**src/rtl/pwm_breath_pkg.sv**
```systemverilog
// Shared constants and helpers for the breathing PWM generator.
package pwm_breath_pkg;

  localparam logic [1:0] MODE_TRI  = 2'd0;
  localparam logic [1:0] MODE_SAW  = 2'd1;
  localparam logic [1:0] MODE_HOLD = 2'd2;

  // Ramp direction of a channel while in triangle mode.
  typedef enum logic {
    DIR_UP   = 1'b0,
    DIR_DOWN = 1'b1
  } dir_t;

  // Reset level of channel idx: channels are spread evenly over the level range.
  function automatic int unsigned phase_offset(input int unsigned idx,
                                               input int unsigned duty_w,
                                               input int unsigned n_ch);
    return idx * ((32'd1 << duty_w) / n_ch);
  endfunction

endpackage

```
**src/rtl/pwm_breath_chan.sv**
```systemverilog
// One channel: level/direction register, pattern step on tick, PWM comparator.
module pwm_breath_chan
  import pwm_breath_pkg::*;
#(
  parameter int unsigned DUTY_W = 8,
  parameter int unsigned N_CH   = 4,
  parameter int unsigned CH_IDX = 0
) (
  input  logic              clk,
  input  logic              rst,
  input  logic              run,
  input  logic              step,
  input  logic [1:0]        mode,
  input  logic [DUTY_W-1:0] carrier,
  output logic [DUTY_W-1:0] level,
  output logic              pwm
);

  localparam logic [DUTY_W-1:0] LVL_MAX = '1;
  localparam logic [DUTY_W-1:0] LVL_ONE = DUTY_W'(1);
  localparam logic [DUTY_W-1:0] LVL_RST = DUTY_W'(phase_offset(CH_IDX, DUTY_W, N_CH));

  logic [DUTY_W-1:0] level_nxt;
  dir_t              dir_q;
  dir_t              dir_nxt;

  // Level and direction registers; phase offset on reset.
  always_ff @(posedge clk or posedge rst) begin
    if (rst) begin
      level <= LVL_RST;
      dir_q <= DIR_UP;
    end else begin
      level <= level_nxt;
      dir_q <= dir_nxt;
    end
  end

  // Next level: triangle bounces at the ends, sawtooth wraps, hold (and mode 3) freezes.
  always_comb begin
    level_nxt = level;
    dir_nxt   = dir_q;
    if (step) begin
      case (mode)
        MODE_TRI: begin
          if (dir_q == DIR_UP) begin
            if (level == LVL_MAX) begin
              level_nxt = LVL_MAX - LVL_ONE;
              dir_nxt   = DIR_DOWN;
            end else begin
              level_nxt = level + LVL_ONE;
            end
          end else begin
            if (level == '0) begin
              level_nxt = LVL_ONE;
              dir_nxt   = DIR_UP;
            end else begin
              level_nxt = level - LVL_ONE;
            end
          end
        end
        MODE_SAW: level_nxt = level + LVL_ONE;
        default:  level_nxt = level;
      endcase
    end
  end

  // Registered comparator; forced low while the block is frozen.
  always_ff @(posedge clk or posedge rst) begin
    if (rst) pwm <= 1'b0;
    else     pwm <= run & (carrier < level);
  end

endmodule

```
**src/rtl/pwm_breath_gen.sv**
```systemverilog
// N-channel breathing PWM: shared prescaler and carrier, one level engine per channel.
module pwm_breath_gen
  import pwm_breath_pkg::*;
#(
  parameter int unsigned N_CH      = 4,
  parameter int unsigned DUTY_W    = 8,
  parameter int unsigned PRESC_W   = 20,
  parameter int unsigned PRESC_RST = 1000000
) (
  input  logic                   clk,
  input  logic                   rst,
  input  logic                   enable,
  input  logic [1:0]             mode,
  input  logic                   presc_load,
  input  logic [PRESC_W-1:0]     presc_val,
  output logic [N_CH*DUTY_W-1:0] level_out,
  output logic [N_CH-1:0]        pwm_out,
  output logic                   tick_out
);

  localparam logic [PRESC_W-1:0] PCNT_ONE = PRESC_W'(1);
  localparam logic [DUTY_W-1:0]  CAR_ONE  = DUTY_W'(1);

  logic [PRESC_W-1:0] presc_reg;
  logic [PRESC_W-1:0] pcnt;
  logic [DUTY_W-1:0]  carrier;
  logic               tick;

  // A load suppresses the tick of its own cycle and restarts the count.
  assign tick = enable & ~presc_load & (pcnt == presc_reg);

  // Prescaler reload register and divide counter.
  always_ff @(posedge clk or posedge rst) begin
    if (rst) begin
      presc_reg <= PRESC_W'(PRESC_RST);
      pcnt      <= '0;
    end else if (presc_load) begin
      presc_reg <= presc_val;
      pcnt      <= '0;
    end else if (enable) begin
      pcnt <= tick ? '0 : pcnt + PCNT_ONE;
    end
  end

  // Free-running carrier and the registered tick pulse.
  always_ff @(posedge clk or posedge rst) begin
    if (rst) begin
      carrier  <= '0;
      tick_out <= 1'b0;
    end else begin
      tick_out <= tick;
      if (enable) carrier <= carrier + CAR_ONE;
    end
  end

  for (genvar i = 0; i < N_CH; i++) begin : g_chan
    pwm_breath_chan #(
      .DUTY_W (DUTY_W),
      .N_CH   (N_CH),
      .CH_IDX (i)
    ) u_chan (
      .clk     (clk),
      .rst     (rst),
      .run     (enable),
      .step    (tick),
      .mode    (mode),
      .carrier (carrier),
      .level   (level_out[i*DUTY_W +: DUTY_W]),
      .pwm     (pwm_out[i])
    );
  end

endmodule

```
**config.mk**
```make
export PLATFORM = sky130hd
export DESIGN_NAME = pwm_breath_gen
export DESIGN_NICKNAME = d
export VERILOG_FILES = /design/src/rtl/pwm_breath_pkg.sv /design/src/rtl/pwm_breath_chan.sv /design/src/rtl/pwm_breath_gen.sv
export SDC_FILE = /design/constraint.sdc
export NUM_CORES = 1
export LEC_CHECK = 0
export CORE_AREA = 2 2 84 126
export CTS_CLUSTER_SIZE = 16
export DETAILED_ROUTE_END_ITERATION = 10
export DIE_AREA = 0 0 86 128
export PLACE_DENSITY = 0.83
export SYNTH_ARGS = -nofsm -noshare
export SYNTH_HDL_FRONTEND = slang
export SYNTH_SLANG_ARGS = --single-unit
```
**constraint.sdc**
```tcl
create_clock -name clk -period 7.4 [get_ports clk]
set_input_delay 2.22 -clock clk [delete_from_list [all_inputs] [get_ports clk]]
set_output_delay 2.22 -clock clk [all_outputs]
set_load 0.01 [all_outputs]
```
==> results of run 1 <==
## where the power goes
part,switching (mW),total [mW],internal (mW)
combinational,0.111,0.240,0.129
clock,0.197,0.470,0.274
sequential,0.0606,0.587,0.527
total,0.369,1.30,0.929
## synth_stat cells (all sizes together) (3+ instances only)
cell,n
nand2b,7
nand4,19
o211ai,5
nor2b,5
a31oi,6
o221ai,5
nand3,48
o22ai,9
mux2i,7
ha,42
a21oi,28
and2,3
xor2,3
o21ai,52
a211oi,14
a21o,14
and3,8
dfrtp,78
inv,42
nor3,18
clkbuf,20
dfstp,11
or4,6
nor2,43
a221oi,11
a2bb2oi,5
buf,12
mux2,23
a22o,7
o22a,3
or2,4
xnor2,26
nor4,3
nand2,53
## layout by cell type (no fill, tap or decap), types with 3 or more instances in the layout
master / count
or2_2: 4
a221oi_1: 11
clkdlybuf4s50_1: 62
nand2_1: 51
nor2_1: 43
nand3_1: 47
mux2i_1: 7
o21ai_0: 41
dfrtp_1: 78
inv_1: 41
mux2_2: 23
a211oi_1: 13
ha_1: 42
clkbuf_16: 9
a21o_1: 14
o21ai_1: 11
o221ai_1: 5
or4_1: 5
dfstp_2: 11
nand2b_1: 7
and2_1: 3
o22ai_1: 9
and3_1: 8
a22o_1: 7
xor2_1: 3
a2bb2oi_1: 5
nand4_1: 19
o22a_1: 3
a31oi_1: 6
xnor2_1: 26
nor2b_1: 5
o211ai_1: 5
nor3_1: 17
a21oi_1: 26
## layout make-up
cell class	count	area [µm²]	share of cell area, %
Multi-Input combinational cell	504	3450	49.7
Sequential cell	89	2240	32.3
Timing Repair Buffer	64	636	9.15
Clock buffer	11	243	3.50
Inverter	43	163	2.34
Tap cell	117	146	2.11
Clock inverter	5	63.8	0.919
## metrics by stage
| step | hold slack, ns | area (µm²) | total power, mW | instances |
|---|---|---|---|---|
| after detailed placement | 0.501 | 6640 | 0.838 | 817 |
| after floorplan | 0.471 | 5990 | 0.755 | 668 |
| final | 0.510 | 6940 | 1.30 | 833 |
| after CTS | 0.508 | 6940 | 1.30 | 833 |
| after global placement | 0.490 | 6640 | 0.818 | 817 |
| after global routing | 0.538 | 6940 | 1.36 | 833 |
## routing by layer
| layer | GRT usage [%] | share of wire (%) | up-vias | wire length, µm |
|---|---|---|---|---|
| met4 | 14.2 | 3.9 | 0 | 615 |
| li1 | - | - | 2542 | - |
| met1 | 33.2 | 37 | 2712 | 5880 |
| met3 | 4.19 | 5.0 | 49 | 794 |
| met5 | 0 | 0 | - | 0 |
| met2 | 53.1 | 54 | 212 | 8430 |
## worst min-delay path by stage
stage,to,slack (ns),from
2_1_floorplan,pcnt[19]$_DFFE_PP0P_,0.47,pcnt[19]$_DFFE_PP0P_
3_3_place_gp,pcnt[19]$_DFFE_PP0P_,0.49,pcnt[19]$_DFFE_PP0P_
3_5_place_dp,pcnt[19]$_DFFE_PP0P_,0.50,pcnt[19]$_DFFE_PP0P_
4_1_cts,pcnt[19]$_DFFE_PP0P_,0.51,pcnt[19]$_DFFE_PP0P_
5_1_grt,pcnt[19]$_DFFE_PP0P_,0.54,pcnt[19]$_DFFE_PP0P_
6_report,pcnt[19]$_DFFE_PP0P_,0.51,pcnt[19]$_DFFE_PP0P_
## logic make-up (layout without fill, tap and decap cells)
| kind of cell | Yosys count | after routing | synth area share (%) |
|---|---|---|---|
| adders and majority gates | 42 | 42 | 8.77 |
| muxes | 30 | 30 | 5.49 |
| and+or+nand+nor | 227 | 227 | 19.3 |
| buffers and inverters | 75 | 123 | 5.07 |
| xor gates and xnor gates | 29 | 29 | 4.24 |
| AOI/OAI and AO/OA | 176 | 176 | 19.7 |
| DFF | 89 | 89 | 37.4 |
==> results.toml, run 1 <==
[setup_path]
rrSetupSlack_ns = 4.27
critPathCapture = "g_chan[3].u_chan.level[3]$_DFFE_PP0P_"
cp.required_ns = 7.63
reg2reg_depth = 6
cp_slowest_cell = "clkdlybuf4s50_1"
path_delay_family = "simple AND/OR/NAND/NOR gates"
crit_path_max_incr_delay_ns = 0.94
critical_path.startpoint_type = "primary input"
crit_start = "presc_load"
critPathArrivalTime_ns = 5.25
crit_chain = "clkdlybuf4s50_1, nand2b_1, nor2_1, and3_1, o21ai_1, o32a_1"
path_max_fanout = 22
r2r_start = "pcnt[18]$_DFFE_PP0P_"
path_depth = 6
path_class = "primary input to flip-flop"
cp-end-kind = "flip-flop"
path_buf_inv = 1
r2r-end = "g_chan[2].u_chan.level[5]$_DFFE_PP0P_"

[timing]
rsz0062_at_grt = "false"
drv_slew = 0
hold_violations = 0
min_period_ns = 5.02
fmax_mhz = 199
worst_slack_ns = 2.38
finalSetupViolCount = 0
setup_tns_ns = 0
max-slew-margin-rel_pct = 9.00
min_period_over_period_pct = 67.9
skew_ns = 0.00658
worst_pin_slew_ns = 1.36

[synth]
syn-num-nets = 736
yosys_warnings = 0
synth_area_leaders = "dfrtp_1 33%, ha_1 8.8%, dfstp_2 4.8%, mux2_2 4.3%, nand3_1 3.9%"
synth_ff_type = "dfrtp_1"
syn-cell-area_um2 = 5990
synth_area_per_cell_um2 = 8.97
netlist_instances = 668
synth_area_leader_cell = "dfrtp_1"
synth.distinct_cells = 69
synth_edf_count = 0
synth.top_cell.area_share_pct = 32.6
ys_seq_area_share_pct = 37.4
synthArstFlopShare_pct = 100
ys_ff_latch = 89

[clock_network]
root_buffer = "clkbuf_16"
htree_levels = 3
cts_tree = "yes"
clk_latency_ns = 0.34
clk_path_buf_depth = 2
numCtsBuffers = 9
post_cts_buffers = 0
cts_resized = 0
cts.sinks = 89
cts.clk_slew.worst_paths_ns = 0.06
cts_hold_buf = 0

[placement]
gp_congestion = 0.939
hpwl_mm = 11.2
io_buffers = 62
dp_slack_ns = 2.06

[die]
die_y_um = 128
io_pins = 63
core_area_um2 = 9970
fp.dieW_um = 86
start_util_pct = 60.1
num_rows = 45
die-area_um2 = 11000

[global_route]
grt_max_degree = 57
grt_pass1_wl_mm = 25.8
gr-total-overflow = 0
grt_pass1_vias = 5562
grtUsageTotal_pct = 29.3
antenna_found_initial = 0

[layout]
final_util_pct = 69.7
num-nets-final = 779
fill_cells = 807
area_delta_synth_final_pct = 15.9
drive_gt1_share_pct = 9.78
diodes = 0
largest_reg_flops = 32

[detailed_routing]
drcViolationCount = 0
drt_pass1_iterations = 6
routedWlPerCell_um = 18.9
avgViaCountPerCell = 6.62
vias = 5515
drt_wl_total_mm = 15.7
postRouteAntennaNets = 0
drtIter0Drc = 460

[pwr]
vdd_ir_drop_max_v = 0.000153
power_density_nw_per_um2 = 187
leakagePower_nw = 2.90

[hold_path]
hold_path_class = "flip-flop to flip-flop"
min_path_cells = 1

[run]
maxCapViolations = 0

[run_status]
outcome = "finished clean"
Power figures use the tool's default switching activity.
==> run 2: changes to the inputs <==
--- a/config.mk
+++ b/config.mk
@@ -5,11 +5,11 @@
 export SDC_FILE = /design/constraint.sdc
 export NUM_CORES = 1
 export LEC_CHECK = 0
-export CORE_AREA = 2 2 84 126
+export CORE_AREA = 2 2 91 137
 export CTS_CLUSTER_SIZE = 16
 export DETAILED_ROUTE_END_ITERATION = 10
-export DIE_AREA = 0 0 86 128
-export PLACE_DENSITY = 0.83
+export DIE_AREA = 0 0 93 139
+export PLACE_DENSITY = 0.75
 export SYNTH_ARGS = -nofsm -noshare
 export SYNTH_HDL_FRONTEND = slang
 export SYNTH_SLANG_ARGS = --single-unit
==> constraint.sdc (replaced) <==
create_clock -name clk -period 4.5 [get_ports clk]
set_input_delay 1.35 -clock clk [delete_from_list [all_inputs] [get_ports clk]]
set_output_delay 1.35 -clock clk [all_outputs]
set_load 0.01 [all_outputs]
==> results.toml, run 2 (synthesis results as in run 1) <==
[run_status]
outcome = "finished clean"

[global_route]
grtUsageTotal_pct = 25.4
antenna_found_initial = 0
grt_pass1_vias = 5465
grt_pass1_wl_mm = 26.1
gr-total-overflow = 0
grt_max_degree = 49

[clock_network]
numCtsBuffers = 9
cts.clk_slew.worst_paths_ns = 0.07
root_buffer = "clkbuf_16"
cts_tree = "yes"
cts_resized = 0
htree_levels = 3
post_cts_buffers = 0
clk_latency_ns = 0.35
cts.sinks = 89
cts_hold_buf = 0
clk_path_buf_depth = 2

[layout]
finalNonFillerCells = 874
largest_reg_flops = 32
diodes = 0
final_common_cell = "dfrtp_1"
final_cell_mix = "78 x dfrtp_1, 62 x clkdlybuf4s50_1, 51 x nand2_1"
postLayoutCellArea_um2 = 7020
area_delta_synth_final_pct = 17.1
num-nets-final = 784
drive_gt1_share_pct = 10.4
fill_cells = 1028

[placement]
io_buffers = 62
hpwl_mm = 11.8
gp_congestion = 0.930
dp.cells = 858
place_area_um2 = 6730

[die]
start_util_pct = 50.9
die_y_um = 139
fp.dieW_um = 93
die-area_um2 = 12900
num_rows = 49
io_pins = 63
core_area_um2 = 11800

[detailed_routing]
drcViolationCount = 0
routedWlPerCell_um = 18.3
vias = 5361
drt_wl_total_mm = 16.0
avgViaCountPerCell = 6.13
drt_pass1_iterations = 7
drtIter0Drc = 251
postRouteAntennaNets = 0

[setup_path]
critPathArrivalTime_ns = 3.61
reg2reg_depth = 8
path_class = "primary input to flip-flop"
cp-end-kind = "flip-flop"
path_max_fanout = 10
critical_path.startpoint_type = "primary input"
cp.required_ns = 4.73

[timing]
hold_violations = 0
worst_pin_slew_ns = 0.861
timing.hold.ws_ns = 0.505
drv_slew = 0
finalSetupViolCount = 0
rsz0062_at_grt = "false"
fmax_mhz = 296
skew_ns = 0.0115
max-slew-margin-rel_pct = 42.1
min_period_over_period_pct = 75.0
min_period_ns = 3.38
setup_tns_ns = 0

[run]
maxCapViolations = 0

[pwr]
vdd_ir_drop_max_v = 0.000204
leakagePower_nw = 2.93
power_density_nw_per_um2 = 298

[hold_path]
min_path_cells = 1
hold_path_class = "flip-flop to flip-flop"
[run 2: final cells by class]
cell class	count	area, µm²	share of cell area (%)
clock buffers	12	256	3.66
clock inverters	4	27.5	0.392
inverters	43	163	2.32
multi-input cells	504	3450	49.2
flip-flops and latches	89	2240	31.9
well taps	153	191	2.73
repair buffers	69	686	9.77
[run 2: worst max-delay path, cell delays in order]
cell and delay (ns):
clkdlybuf4s50_1 0.56, nor2b_1 0.66, nor2_1 0.32, nand2_1 0.19, nand2_1 0.13, a221oi_1 0.29, o21ai_1 0.10
[run 2: layer usage]
| layer | vias to the layer above | global-route usage (%) | share of wire [%] |
|---|---|---|---|
| met2 | 178 | 45.9 | 53 |
| met4 | 0 | 11.5 | 3.6 |
| li1 | 2541 | - | - |
| met3 | 39 | 4.73 | 3.5 |
| met5 | - | 0 | 0 |
| met1 | 2603 | 28.5 | 39 |
[run 2: power by group]
part	total (mW)	leakage (nW)	internal, mW	switching [mW]
logic	0.399	1.74	0.214	0.185
clock network	0.726	0.143	0.405	0.321
registers	0.965	1.05	0.866	0.0983
[run 2: final timing paths]
kind                       slack [ns]                                     to            startpoint
max                              1.12  g_chan[1].u_chan.level[3]$_DFFE_PP0P_               mode[0]
min                              0.50                   pcnt[19]$_DFFE_PP0P_  pcnt[19]$_DFFE_PP0P_
min in group asynchronous        1.45  g_chan[1].u_chan.level[2]$_DFFE_PP0P_                   rst
max reg2reg                      1.84  g_chan[3].u_chan.level[2]$_DFFE_PP0P_  pcnt[18]$_DFFE_PP0P_
min reg2reg                      0.50                   pcnt[19]$_DFFE_PP0P_  pcnt[19]$_DFFE_PP0P_
max in group asynchronous        2.29              presc_reg[17]$_DFFE_PP1P_                   rst
[run 2: per-stage QoR]
step / worst slack (ns) / total power [mW] / util, %
3_3_place_gp: 0.840 / 1.35 / 57.2
5_1_grt: 0.969 / 2.21 / 59.6
4_1_cts: 1.14 / 2.11 / 59.6
6_report: 1.12 / 2.09 / 59.6
3_5_place_dp: 0.791 / 1.38 / 57.2
2_1_floorplan: 0.861 / 1.24 / -
